[src/rtl/instruction_fetch_unit.sv]
// instruction_fetch_unit: fetches an opcode word and, for jump opcodes 0x14..0x24, its target word, then presents both to the branch logic.
// Optional: define FETCH_STALL_COUNT_EN to add the stall_count output (saturating count of memory wait cycles).
module instruction_fetch_unit #(
    parameter int WORD_SIZE = 16,
    parameter logic [WORD_SIZE-1:0] RESET_VECTOR = '0
) (
    input  logic                 clk,
    input  logic                 reset,
    output logic                 mem_req,
    output logic [WORD_SIZE-1:0] mem_addr,
    input  logic                 mem_ack,
    input  logic [WORD_SIZE-1:0] mem_rdata,
    output logic                 instr_valid,
    input  logic                 instr_ready,
    output logic [WORD_SIZE-1:0] instruction,
    output logic [WORD_SIZE-1:0] peek_jump_address,
    output logic [WORD_SIZE-1:0] program_counter_address,
    input  logic [WORD_SIZE-1:0] new_address
`ifdef FETCH_STALL_COUNT_EN
    ,
    output logic [WORD_SIZE-1:0] stall_count
`endif
);
    typedef enum logic [2:0] {FETCH_OP, WAIT_OP, FETCH_ARG, WAIT_ARG, PRESENT} state_t;
    state_t state_q, state_d;
    logic [WORD_SIZE-1:0] pc_q, pc_d, mem_addr_q, mem_addr_d, instruction_q, instruction_d;
    logic [WORD_SIZE-1:0] peek_q, peek_d, pca_q, pca_d, pc_arg;
    logic mem_req_q, mem_req_d, instr_valid_q, instr_valid_d, is_jump;
    assign pc_arg = pc_q + WORD_SIZE'(2);
    assign is_jump = mem_rdata[15:8] >= 8'h14 && mem_rdata[15:8] <= 8'h24;
    assign mem_req = mem_req_q;
    assign mem_addr = mem_addr_q;
    assign instr_valid = instr_valid_q;
    assign instruction = instruction_q;
    assign peek_jump_address = peek_q;
    assign program_counter_address = pca_q;
    // Next-state logic: issue reads, capture acked words, hand the bundle over on ready.
    always_comb begin
        state_d = state_q;
        pc_d = pc_q;
        mem_req_d = mem_req_q;
        mem_addr_d = mem_addr_q;
        instr_valid_d = instr_valid_q;
        instruction_d = instruction_q;
        peek_d = peek_q;
        pca_d = pca_q;
        case (state_q)
            FETCH_OP: begin
                mem_req_d = 1'b1;
                mem_addr_d = pc_q;
                state_d = WAIT_OP;
            end
            WAIT_OP: if (mem_ack) begin
                mem_req_d = 1'b0;
                instruction_d = mem_rdata;
                peek_d = '0;
                pca_d = pc_q;
                instr_valid_d = !is_jump;
                state_d = is_jump ? FETCH_ARG : PRESENT;
            end
            FETCH_ARG: begin
                mem_req_d = 1'b1;
                mem_addr_d = pc_arg;
                state_d = WAIT_ARG;
            end
            WAIT_ARG: if (mem_ack) begin
                mem_req_d = 1'b0;
                peek_d = mem_rdata;
                pca_d = pc_arg;
                instr_valid_d = 1'b1;
                state_d = PRESENT;
            end
            PRESENT: if (instr_ready) begin
                pc_d = new_address;
                instr_valid_d = 1'b0;
                state_d = FETCH_OP;
            end
            default: state_d = FETCH_OP;
        endcase
    end
    // State and output registers; reset abandons any outstanding read.
    always_ff @(posedge clk) begin
        if (reset) begin
            state_q <= FETCH_OP;
            pc_q <= RESET_VECTOR;
            mem_req_q <= 1'b0;
            mem_addr_q <= RESET_VECTOR;
            instr_valid_q <= 1'b0;
            instruction_q <= '0;
            peek_q <= '0;
            pca_q <= '0;
        end else begin
            state_q <= state_d;
            pc_q <= pc_d;
            mem_req_q <= mem_req_d;
            mem_addr_q <= mem_addr_d;
            instr_valid_q <= instr_valid_d;
            instruction_q <= instruction_d;
            peek_q <= peek_d;
            pca_q <= pca_d;
        end
    end
`ifdef FETCH_STALL_COUNT_EN
    logic [WORD_SIZE-1:0] stall_q, stall_d;
    assign stall_count = stall_q;
    // Count un-acked wait cycles, holding at all-ones.
    always_comb stall_d = ((state_q == WAIT_OP || state_q == WAIT_ARG) && !mem_ack && !(&stall_q)) ? stall_q + WORD_SIZE'(1) : stall_q;
    // Stall counter register.
    always_ff @(posedge clk) stall_q <= reset ? '0 : stall_d;
`endif
endmodule

[config.mk]
export PLATFORM = sky130hd
export DESIGN_NAME = instruction_fetch_unit
export DESIGN_NICKNAME = d
export VERILOG_FILES = /design/src/rtl/instruction_fetch_unit.sv
export SDC_FILE = /design/constraint.sdc
export NUM_CORES = 1
export LEC_CHECK = 0
export ABC_AREA = 1
export CORE_MARGIN = 3
export CORE_UTILIZATION = 48
export DETAILED_ROUTE_END_ITERATION = 12
export GPL_TIMING_DRIVEN = 0
export PLACE_DENSITY = 0.8
export SETUP_SLACK_MARGIN = 0.5
export SKIP_CTS_REPAIR_TIMING = 1
export SLEW_MARGIN = 15
export SYNTH_ARGS = -nofsm -noshare
export SYNTH_HDL_FRONTEND = slang
export SYNTH_SLANG_ARGS = --single-unit
[constraint.sdc]
create_clock -name clk -period 1.61 [get_ports clk]
set_input_delay 0.2415 -clock clk [delete_from_list [all_inputs] [get_ports clk]]
set_output_delay 0.2415 -clock clk [all_outputs]
set_load 0.02 [all_outputs]
==> qor.yml <==
async_flop_share_pct: 0
maxCapViolCount: 0
clock-sinks: 85
cts_tree: "yes"
p_switching_uw: 1640
p_seq_share_pct: 45.7
grt_pass1_vias: 3828
area_delta_synth_final_pct: 67.1
vias: 4269
grt_pass1_wl_microns: 18800
finalCritPeriodShare_pct: 91.6
ant_nets: 0
status: "completed"
synth_nets: 528
drive_gt1_share_pct: 53.1
cts_made_buffers: 9
n_antenna_cell: 0
syn-cell-area_sq_um: 3670
die_h_microns: 93.4
die_w_microns: 93.4
htreeDepth: 3
rsz0062_at_grt: "true"
r2r_end: "peek_jump_address[6]"
critPathKind: "flop to flop"
irDropWorstVdd_mv: 0.524
ys.flop_type: "dfxtp_1"
drt_wl_total_microns: 14300
powerDensity_nw_per_um2: 830
holdCritPathClass: "flop to flop"
fin_nets: 671
slew_violations: 0
initial_core_util_pct: 50.0
comb_power_share_pct: 23.3
final-hold-violation-count: 0
hold_depth: 2
finalCriticalPeriod_ps: 1470
synth-seq-area-share_pct: 46.4
drtIter0Drc: 266
via_per_inst: 5.78
pwr-share-clk_pct: 30.9
grt_use_total_pct: 28.0
fin_cells: 738
yosysTopAreaCell: "dfxtp_1"
clkTransAtPathRegs_ps: 100
ys.warnings.count: 0
fillers: 388
path_max_fanout: 10
min_to: "mem_req"
setup_viol: 0
cp-end-kind: "flop"
relSlewSlack_pct: 74.5
rows: 31
drc: 0
cts_buffer_depth: 2
ys_top_cells_by_area: "dfxtp_1 46%, a21oi_1 8.7%, nand2_1 7.9%, o21ai_0 7.2%, nor2_1 6.2%"
power.total_uw: 5090
p_leak_uw: 0.00257
finish.utilization_pct: 83.6
antenna_found_initial: 0
skew_ps: 11.7
drt-pass1-iter-count: 8
reg2regPathDepth: 7
synth_edf_count: 0
wl_per_cell_microns: 19.3
cp_data_arrival_time_ps: 1780
ios: 102
gr-total-overflow: 0
synth_area_per_cell_sq_um: 7.47
ys_ff_latch: 85
root_buffer: "clkbuf_8"
rrSetupSlack_ps: 140
dp_hpwl_microns: 8580
max_freq_mhz: 678
grt_max_degree: 17
synth_cell_types: 31
r2r_start: "state_q[0]"
swShare_pct: 32.2
fp.dieArea_sq_um: 8730
max_slew.worst_pin.slew_ps: 381
p_int_uw: 3450
hold_start: "mem_req"
place_congestion: 0.940
coreArea_sq_um: 7330
required_ps: 1920
yosysTopAreaCellShare_pct: 46.4
syn_inst: 491
clk_latency_ps: 370
cp-start-kind: "flop"
portBuffers: 101
dp_cells: 691
==> metal layers <==
layer	part of all wire (%)	up-vias	wire length, microns	global-route usage, %
met5	0	-	0	0
met2	51	251	7270	47.5
met3	9.9	53	1410	10.7
met4	3.4	0	491	10.9
met1	36	2036	5110	31.6
li1	-	1929	-	-
==> per-stage QoR <==
step | hold WS [ps] | TNS, ps | area (sq um) | setup WS (ps)
floorplan | 362 | 0 | 3850 | 356
global placement | 451 | -8990 | 4990 | -266
detailed placement | 455 | -10530 | 4990 | -296
CTS | 436 | -401 | 5190 | -65.8
global route | 477 | 0 | 6130 | 69.2
finish | 469 | 0 | 6130 | 136
==> logic make-up after synthesis <==
kind of cell / count (synthesis) / share of synthesized area, %
xor gates and xnor gates: 4 / 0.955
adders and majority gates: 1 / 0.341
AOI/OAI and AO/OA: 145 / 21.7
buffers and inverters: 71 / 8.94
and+or+nand+nor: 185 / 21.7
DFF: 85 / 46.4
==> cell type report <==
cell class                      instances  area, sq um  share of cell area, %
Clock inverter                          6         51.3                  0.837
Sequential cell                        85         1820                   29.6
Clock buffer                           10          149                   2.43
Timing Repair Buffer                  132         1370                   22.3
Tap cell                               99          124                   2.02
Inverter                               42          180                   2.94
Multi-Input combinational cell        335         2150                   35.1
Buffer                                 29          292                   4.76
==> registers in the layout, summed over array words and instances (netlist names) <==
signal                   count
instr_valid                  1
instruction                 16
mem_addr                    16
mem_req                      1
pc_q                        16
peek_jump_address           16
program_counter_address     16
state_q                      3
==> synthesized netlist by cell type (6+ instances only) <==
cell type,instances
nand3_1,25
a21oi_1,64
nor2_1,61
dfxtp_1,85
a22oi_1,16
o21ai_0,53
nand2_1,77
buf_6,6
buf_2,9
inv_1,38
nor3_1,9
clkbuf_1,12
==> cell usage in the layout, fill, tap and decap left out, types with 10 or more instances in the layout <==
cell / count
a21oi_1: 31
a21oi_2: 33
a22oi_1: 11
buf_4: 41
buf_6: 62
clkdlybuf4s50_1: 35
dfxtp_2: 71
inv_1: 33
nand2_1: 58
nand2_2: 12
nand3_1: 18
nor2_1: 45
nor2_2: 10
o21ai_0: 23
o21ai_1: 15
o21ai_2: 15
==> worst max-delay path by stage <==
stage / to / startpoint / slack, ps / depth (start not counted)
final: peek_jump_address[6] / state_q[0] / 140 / 7
after CTS: mem_addr[9] / state_q[0] / -70 / 5
after floorplan: program_counter_address[7] / state_q[0] / 360 / 7
after global placement: instruction[1] / reset / -270 / 6
after global routing: instruction[2] / state_q[0] / 70 / 8
after detailed placement: pc_q[4] / reset / -300 / 6
==> power by group through the flow <==
stage | logic, uW | clock network [uW] | registers, uW
global placement | 887 | 0 | 2320
detailed placement | 898 | 0 | 2330
finish | 1190 | 1570 | 2330
global route | 1250 | 1670 | 2340
floorplan | 378 | 0 | 2430
CTS | 903 | 1570 | 2280
==> critical path, stage by stage, from the launching register on <==
cell     delay [ps]
dfxtp_4         420
inv_4            50
nor2_4          190
nand2_2         140
nor2_4          230
buf_6           180
a22oi_1          80
nor2_1          110
Note: power is estimated with default switching activity, not from simulation.
